**config.mk**
```make
export PLATFORM = sky130hd
export DESIGN_NAME = alu_operand_loader_flat
export DESIGN_NICKNAME = d
export VERILOG_FILES = /design/src/rtl/alu_pkg.sv /design/src/rtl/alu_operand_loader_if.sv /design/src/rtl/btn_edge_sync.sv /design/src/rtl/alu_operand_loader.sv /design/src/flat_wrapper.sv
export SDC_FILE = /design/constraint.sdc
export NUM_CORES = 1
export LEC_CHECK = 0
export ABC_AREA = 1
export CAP_MARGIN = 30
export CORE_MARGIN = 3
export CORE_UTILIZATION = 41
export DETAILED_ROUTE_END_ITERATION = 8
export GPL_TIMING_DRIVEN = 0
export PLACE_DENSITY = 0.74
export SLEW_MARGIN = 10
export SYNTH_ARGS = -nofsm -noshare
export SYNTH_HDL_FRONTEND = slang
export SYNTH_SLANG_ARGS = --single-unit
```
**constraint.sdc**
```tcl
create_clock -name clk -period 1.2 [get_ports clk]
set_input_delay 0.12 -clock clk [delete_from_list [all_inputs] [get_ports clk]]
set_output_delay 0.12 -clock clk [all_outputs]
set_load 0.02 [all_outputs]
```
**src/rtl/alu_pkg.sv**
```systemverilog
// rtl/alu_pkg.sv - shared types and constants for the ALU operand loader
package alu_pkg;

  localparam int ALU_N = 4;

  typedef enum logic [1:0] {
    S_A   = 2'b00,
    S_B   = 2'b01,
    S_OP  = 2'b10,
    S_RUN = 2'b11
  } ld_state_t;

endpackage

```
**src/rtl/alu_operand_loader_if.sv**
```systemverilog
// rtl/alu_operand_loader_if.sv - switch inputs and registered ALU-side outputs of the loader
interface alu_operand_loader_if import alu_pkg::*; #(
  parameter int N  = ALU_N,
  parameter int CW = 8
);

  logic [N-1:0]  sw_data;
  logic [2:0]    sw_op;
  logic          sw_sum;
  logic          sw_subt;
  logic [N-1:0]  a;
  logic [N-1:0]  b;
  logic [2:0]    op;
  logic          op_sum;
  logic          op_subt;
  logic          operands_valid;
  logic          err;
  logic [1:0]    state_out;
  logic [CW-1:0] exec_count;

  modport master (
    output sw_data, sw_op, sw_sum, sw_subt,
    input  a, b, op, op_sum, op_subt, operands_valid, err, state_out, exec_count
  );

  modport slave (
    input  sw_data, sw_op, sw_sum, sw_subt,
    output a, b, op, op_sum, op_subt, operands_valid, err, state_out, exec_count
  );

endinterface

```
**src/rtl/btn_edge_sync.sv**
```systemverilog
// rtl/btn_edge_sync.sv - 2-FF synchronizer with one-clock rising-edge pulse
module btn_edge_sync (
  input  logic clk,
  input  logic rst,
  input  logic btn,
  output logic pulse
);

  logic       sync1;
  logic       sync2;
  logic       prev;
  logic [1:0] fill;

  // prev is held high until the synchronizer has refilled after reset, so a
  // button already held through reset does not produce a pulse.
  always_ff @(posedge clk) begin
    if (rst) begin
      sync1 <= 1'b0;
      sync2 <= 1'b0;
      prev  <= 1'b1;
      fill  <= 2'b00;
    end else begin
      sync1 <= btn;
      sync2 <= sync1;
      fill  <= {fill[0], 1'b1};
      prev  <= fill[1] ? sync2 : 1'b1;
    end
  end

  assign pulse = sync2 & ~prev;

endmodule

```
**src/rtl/alu_operand_loader.sv**
```systemverilog
// rtl/alu_operand_loader.sv - sequences A, B and op entry from switches into registered ALU inputs
module alu_operand_loader import alu_pkg::*; #(
  parameter int N  = ALU_N,
  parameter int CW = 8
) (
  input  logic                 clk,
  input  logic                 rst,
  input  logic                 btn_next,
  input  logic                 btn_clear,
  alu_operand_loader_if.slave  bus
);

  logic          next_pulse;
  logic          clear_pulse;
  ld_state_t     state;
  logic [N-1:0]  a_q;
  logic [N-1:0]  b_q;
  logic [2:0]    op_q;
  logic          op_sum_q;
  logic          op_subt_q;
  logic          err_q;
  logic [CW-1:0] exec_count_q;

  btn_edge_sync u_next_sync (
    .clk   (clk),
    .rst   (rst),
    .btn   (btn_next),
    .pulse (next_pulse)
  );

  btn_edge_sync u_clear_sync (
    .clk   (clk),
    .rst   (rst),
    .btn   (btn_clear),
    .pulse (clear_pulse)
  );

  // Clear takes priority over next; a coincident next pulse is dropped.
  always_ff @(posedge clk) begin
    if (rst) begin
      state        <= S_A;
      a_q          <= '0;
      b_q          <= '0;
      op_q         <= '0;
      op_sum_q     <= 1'b0;
      op_subt_q    <= 1'b0;
      err_q        <= 1'b0;
      exec_count_q <= '0;
    end else if (clear_pulse) begin
      state     <= S_A;
      a_q       <= '0;
      b_q       <= '0;
      op_q      <= '0;
      op_sum_q  <= 1'b0;
      op_subt_q <= 1'b0;
      err_q     <= 1'b0;
    end else if (next_pulse) begin
      case (state)
        S_A: begin
          a_q   <= bus.sw_data;
          state <= S_B;
        end
        S_B: begin
          b_q   <= bus.sw_data;
          state <= S_OP;
        end
        S_OP: begin
          if (bus.sw_sum && bus.sw_subt) begin
            err_q <= 1'b1;
          end else begin
            op_q         <= bus.sw_op;
            op_sum_q     <= bus.sw_sum;
            op_subt_q    <= bus.sw_subt;
            err_q        <= 1'b0;
            exec_count_q <= exec_count_q + CW'(1);
            state        <= S_RUN;
          end
        end
        default: state <= S_A;
      endcase
    end
  end

  assign bus.a              = a_q;
  assign bus.b              = b_q;
  assign bus.op             = op_q;
  assign bus.op_sum         = op_sum_q;
  assign bus.op_subt        = op_subt_q;
  assign bus.err            = err_q;
  assign bus.state_out      = state;
  assign bus.operands_valid = (state == S_RUN);
  assign bus.exec_count     = exec_count_q;

endmodule

```
**src/flat_wrapper.sv**
```systemverilog
// flat-port wrapper written by rule: the top's interface ports become plain ports
module alu_operand_loader_flat import alu_pkg::*;
#(
  parameter int N  = ALU_N,
  parameter int CW = 8
)
  (clk, rst, btn_next, btn_clear, bus_sw_data, bus_sw_op, bus_sw_sum, bus_sw_subt, bus_a, bus_b, bus_op, bus_op_sum, bus_op_subt, bus_operands_valid, bus_err, bus_state_out, bus_exec_count);
  alu_operand_loader_if #(.N(N), .CW(CW)) bus_i ();
  input  logic clk;
  input  logic rst;
  input  logic btn_next;
  input  logic btn_clear;
  input wire logic [$bits(bus_i.sw_data)-1:0] bus_sw_data;
  input wire logic [$bits(bus_i.sw_op)-1:0] bus_sw_op;
  input wire logic [$bits(bus_i.sw_sum)-1:0] bus_sw_sum;
  input wire logic [$bits(bus_i.sw_subt)-1:0] bus_sw_subt;
  output wire logic [$bits(bus_i.a)-1:0] bus_a;
  output wire logic [$bits(bus_i.b)-1:0] bus_b;
  output wire logic [$bits(bus_i.op)-1:0] bus_op;
  output wire logic [$bits(bus_i.op_sum)-1:0] bus_op_sum;
  output wire logic [$bits(bus_i.op_subt)-1:0] bus_op_subt;
  output wire logic [$bits(bus_i.operands_valid)-1:0] bus_operands_valid;
  output wire logic [$bits(bus_i.err)-1:0] bus_err;
  output wire logic [$bits(bus_i.state_out)-1:0] bus_state_out;
  output wire logic [$bits(bus_i.exec_count)-1:0] bus_exec_count;
  assign bus_i.sw_data = bus_sw_data;
  assign bus_i.sw_op = bus_sw_op;
  assign bus_i.sw_sum = bus_sw_sum;
  assign bus_i.sw_subt = bus_sw_subt;
  assign bus_a = bus_i.a;
  assign bus_b = bus_i.b;
  assign bus_op = bus_i.op;
  assign bus_op_sum = bus_i.op_sum;
  assign bus_op_subt = bus_i.op_subt;
  assign bus_operands_valid = bus_i.operands_valid;
  assign bus_err = bus_i.err;
  assign bus_state_out = bus_i.state_out;
  assign bus_exec_count = bus_i.exec_count;
  alu_operand_loader #(.N(N), .CW(CW)) u_core (.clk(clk), .rst(rst), .btn_next(btn_next), .btn_clear(btn_clear), .bus(bus_i));
endmodule
```
## Yosys cells after proc, flatten, opt, wreduce, memory -nomap -nowiden

Index checks and enable logic that the tools add are counted.

| word-level totals | value |
|---|---|
| word-level logic and storage cells | 47 |
| input port bits | 13 |
| output and inout bits | 25 |
| register bits | 34 |

| operators by class | value |
|---|---|
| reduce and logical (&&, ||, !) cells | 11 |
| muxes and demuxes | 5 |
| add/sub/neg operators | 1 |
| bitwise gates (word level) | 8 |
| equal/unequal tests | 4 |

Operators with widths:

| cell | count |
|---|---|
| $add A8 B1 Y8 const B | 1 |
| $reduce_and A2 Y1 | 4 |
| $not A1 Y1 | 6 |
| $pmux W2 S3 | 1 |
| $reduce_or A2 Y1 | 3 |
| $eq A2 B2 Y1 const B | 2 |
| $reduce_and A4 Y1 | 1 |
| $mux W1 | 3 |
| $reduce_and A3 Y1 | 1 |
| $and A1 B1 Y1 | 2 |
| $eq A2 B1 Y1 const B | 1 |
| $logic_not A2 Y1 | 1 |
| $mux W2 | 1 |
| $ne A2 B2 Y1 const B | 1 |
| $logic_and A1 B1 Y1 | 1 |

## Depth between registers and ports, before layout

| depth | value |
|---|---|
| word-level depth | 4 |
| depth in mapped cells | 8 |
| gate-level depth less buffers | 8 |

## Modules after synthesis

A second synthesis with hierarchy kept.

| second synthesis, totals | value |
|---|---|
| cells, all modules | 177 |
| area, all modules | 1327.5 µm² |

Modules (own cells, without submodules):

| module | sequential area each (µm²) | cells an instance | area each (µm²) | times used |
|---|---|---|---|---|
| alu_operand_loader | 480.5 | 145 | 1044.8 | 1 |
| btn_edge_sync | 100.1 | 16 | 141.4 | 2 |

## Worst setup path after synthesis

No wires, ideal clock.

| timing | value |
|---|---|
| kind | register to register |
| start point | register u_core.state[0], in the netlist u_core.bus.state_out[0] |
| end point | register u_core.exec_count_q[1], in the netlist u_core.bus.exec_count[1] |
| required time | 1082 ps |
| setup slack | -219 ps |
| path buffers | 1 |
| library setup time | 118 ps |
| period minus slack after synthesis | 1419 ps |
| data arrival time | 1301 ps |
| cell stages (with the launch flop) | 8 |
| cells stage by stage | dfxtp_1 inv_1 ha_1 nand3_4 nor2_4 buf_6 o21ai_0 nor2_1 |

| on the way | value |
|---|---|
| word-level cells in the longest chain between the ends | 2 |

Ends and longest elaborated chain:

| element | line | text |
|---|---|---|
| start, declared | alu_operand_loader.sv:15 | `ld_state_t state;` |
| start signal, assigned | alu_operand_loader.sv:41 | `state <= S_A;` |
| start signal, assigned | alu_operand_loader.sv:50 | `state <= S_A;` |
| start signal, assigned | alu_operand_loader.sv:61 | `state <= S_B;` |
| $eq A2 B2 Y1 | alu_operand_loader.sv:58 | `case (state)` |
| $reduce_and A4 Y1 (no source line) | - |  |
| end signal, assigned | alu_operand_loader.sv:75 | `exec_count_q <= exec_count_q + CW'(1);` |
| end, declared | alu_operand_loader.sv:22 | `logic [CW-1:0] exec_count_q;` |

No other way between the ends.
A chain may end at the register's enable or synchronous reset.

## Worst setup path in the final report

| timing | value |
|---|---|
| start point | register u_core.state[0], in the netlist u_core.bus.state_out[0] |
| end point | output port bus_operands_valid |

| on the way | value |
|---|---|
| word-level cells in the longest chain between the ends | 1 |

Ends and longest elaborated chain:

| element | line | text |
|---|---|---|
| $eq A2 B2 Y1 | alu_operand_loader.sv:91 | `assign bus.operands_valid = (state == S_RUN);` |
| end, declared | flat_wrapper.sv:22 | `output wire logic [$bits(bus_i.operands_valid)-1:0] bus_operands_valid;` |

No other way between the ends.

==> impl_metrics.ini <==
[status]
status = complete, but fails checks
violations = setup timing

[timing]
slew_headroom_pct = 82.89
rsz0062_at_grt = true
hold_slack_ns = 0.2841
max_freq_ghz = 0.7904
final_max_slew_viol_count = 0
worstMarginPinSlew_ns = 0.2559
setup_ws_ns = -0.06521
hold_viol = 0
setup_viol = 7
fin_crit_sh_pct = 105.4
min_period_ns = 1.265
clock_skew_ns = 0.006868

[yosys]
ys_types = 17
syn_area_per_cell_um2 = 7.678
ys_warn_count = 0
synth_seq_area_share_pct = 49.66
synth_seq_cells = 32
synth_fa_ha_area_share_pct = 4.850
synthSimpleGateAreaFrac_pct = 28.81
synth_top_family_by_area = simple AND/OR/NAND/NOR gates
synth_fp_nets = 186
netlist_instances = 168
netlist_area_um2 = 1290
yosysTopAreaCell = dfxtp_1
synthMuxAreaShare_pct = 0
synth_compound_area_share_pct = 8.535
synth_top_area_share_pct = 49.66
synth.area.top_cells = dfxtp_1 (50%), nand2_1 (12%), a21oi_1 (7.0%)
synthXorXnorAreaFrac_pct = 0

[routing]
wl_per_cell_um = 11.24
routed-via-count = 1206
wl_um = 2934
ant_nets = 0
firstDrtPassIters = 7
post-route-drc-count = 0
drt_iter0_markers = 33
drt-vias-per-instance = 4.621

[hold_path]
min_to = u_core.u_next_sync.sync1$_SDFF_PP0_
hold_start = btn_next
holdPathStages = 3
hp-class = in -> reg

[setup_path]
critPathMaxStageDelay_ns = 0.37
required_ns = 1.08
critPathKind = reg -> out
startpoint_type = flop
cp_slowest_cell = dfxtp_4
timing.rr.start = u_core.bus.state_out[0]$_SDFFE_PP0P_
cp_cell_sequence = ha_1, clkdlybuf4s15_2
rrSetupSlack_ns = -0.06
reg2reg_depth = 8
cp_max_fo = 4
arrival_ns = 1.15
regToRegEndpoint = u_core.bus.exec_count[7]$_SDFFE_PP0P_
crit_path_end_kind = output pin

[layout]
seq_area_um2 = 656.9
area_delta_synth_final_pct = 50.63
drive_above_1_share_pct = 31.05
diodes = 0
finalNetCount = 236
multi_input_area_um2 = 646.9
design_area_um2 = 1943
final_util_pct = 67.55
nFillCells = 254

[floorplan]
dieArea_um2 = 3855
die_y_um = 62.09
pin_count = 38
die_x_um = 62.09
core_area_um2 = 2877
rows = 19
start_util_pct = 44.85

[pwr]
totalPowerFinal_mw = 1.995
power.net_switching_uw = 433.0
sw_frac_of_total_pct = 21.70
p_seq_share_pct = 54.0
ir_drop_v = 0.0007928
clock_power_share_pct = 40.6
leakage_nw = 0.8487
pwr-share-comb_pct = 5.4
power.density_cell_area_nw_per_um2 = 1027
p_int_mw = 1.562

[placement]
io_buffers = 37
gp_congestion = 0.8410
hpwlAfterDp_um = 2043
placed_cell_area_um2 = 1733
place_ws_ns = -0.3737

[grt]
grt_pass1_vias = 1179
grt_max_degree = 11
antenna_found_initial = 0
grt_pass1_wl_um = 4961
overflow = 0
track_usage_pct = 17.87

[clock_tree]
ctsHoldBuffers = 0
htreeDepth = 2
cts_buffers = 5
clk_pin_slew_ns = 0.10
clock_path_buffers = 2
worst_skew_pair.late_latency_ns = 0.34
cts-root-buf = clkbuf_4
cts.sink_count = 32
cts_tree = built

[flow_run]
maxCapViolCount = 0
[cells in the mapped netlist (all sizes together)]
cell type / n
a211oi: 1
a21oi: 18
buf: 3
dfxtp: 32
ha: 5
inv: 21
nand2: 41
nand3: 16
nor2: 26
nor3: 3
o21ai: 1
o21bai: 1
[area by class of cell]
cell class	instances	share of cell area [%]
Clock buffer	6	2.125
Timing Repair Buffer	43	20.73
Tap cell	42	2.704
Buffer	3	1.352
Inverter	21	4.185
Clock inverter	2	1.803
Multi-Input combinational cell	112	33.29
Sequential cell	32	33.81
[worst max-delay path: cells and delay by family (launching register included)]
| family | cells | cell delay, ns |
|---|---|---|
| adder cells (fa/ha/maj) | 1 | 0.19 |
| buffers and inverters | 1 | 0.25 |
| flip-flops | 1 | 0.37 |
[placed cells by master (no fill, tap or decap), types with 3 or more instances in the layout]
| master | n |
|---|---|
| clkdlybuf4s50_1 | 12 |
| buf_4 | 6 |
| nor2_1 | 21 |
| clkbuf_4 | 5 |
| buf_6 | 3 |
| nand3_2 | 4 |
| a21oi_1 | 13 |
| nand3_1 | 11 |
| clkdlybuf4s15_2 | 7 |
| dfxtp_2 | 7 |
| dlygate4sd2_1 | 11 |
| a21oi_2 | 5 |
| nor3_1 | 3 |
| clkdlybuf4s15_1 | 4 |
| nand2_2 | 10 |
| nand2_1 | 30 |
| inv_1 | 18 |
| nor2_2 | 3 |
| dfxtp_1 | 23 |
[power groups by stage]
| stage | registers [mW] | clock network (mW) | logic (mW) |
|---|---|---|---|
| 6_report | 1.08 | 0.810 | 0.108 |
| 5_1_grt | 1.08 | 0.882 | 0.120 |
| 4_1_cts | 1.08 | 0.827 | 0.105 |
| 3_5_place_dp | 1.11 | 0 | 0.102 |
| 3_3_place_gp | 1.10 | 0 | 0.0995 |
| 2_1_floorplan | 1.11 | 0 | 0.0415 |
[routing by layer]
layer	vias up	track usage [%]	part of all wire, %	wire [um]
li1	628	-	-	-
met1	546	18.73	41	1201
met2	27	31.66	52	1523
met3	5	6.612	5.2	154
met4	0	7.879	1.9	55
met5	-	0	0	0
[metrics by stage]
stage / cells / setup TNS (ns)
after global placement: 247 / -5.081
after detailed placement: 247 / -6.199
after CTS: 261 / -0.4741
after global routing: 261 / -1.063
after floorplan: 168 / 0
final: 261 / -0.2898
[logic make-up after synthesis]
family                   after synthesis
buffers and inverters                 24
flip-flops                            32
AND/OR/NAND/NOR                       86
AO/OA/AOI/OAI                         21
adder cells (fa/ha/maj)                5
[registers in the layout (all words and copies together) (netlist names), 2 cells and up]
register                 cells
u_core.bus.op                3
u_core.u_next_sync.fill      2
u_core.bus.state_out         2
u_core.bus.exec_count        8
u_core.bus.a                 4
u_core.bus.b                 4
[worst max-delay path by stage]
stage	to	start
detailed placement	u_core.bus.b[0]$_SDFFE_PP0P_	rst
global route	u_core.bus.exec_count[7]$_SDFFE_PP0P_	u_core.bus.state_out[0]$_SDFFE_PP0P_
CTS	u_core.bus.exec_count[4]$_SDFFE_PP0P_	u_core.bus.state_out[0]$_SDFFE_PP0P_
finish	bus_operands_valid	u_core.bus.state_out[0]$_SDFFE_PP0P_
floorplan	u_core.bus.exec_count[4]$_SDFFE_PP0P_	u_core.bus.state_out[1]$_SDFFE_PP0P_
global placement	u_core.bus.state_out[0]$_SDFFE_PP0P_	rst
[timing repair]
action                                  in CTS  in global routing
resized for setup                           61                 29
buffers inserted                             5                  0
endpoints found under the setup margin      39                 30
gates cloned                                 1                  0
pin swaps                                    4                  8
(Power assumes the default switching activity.)
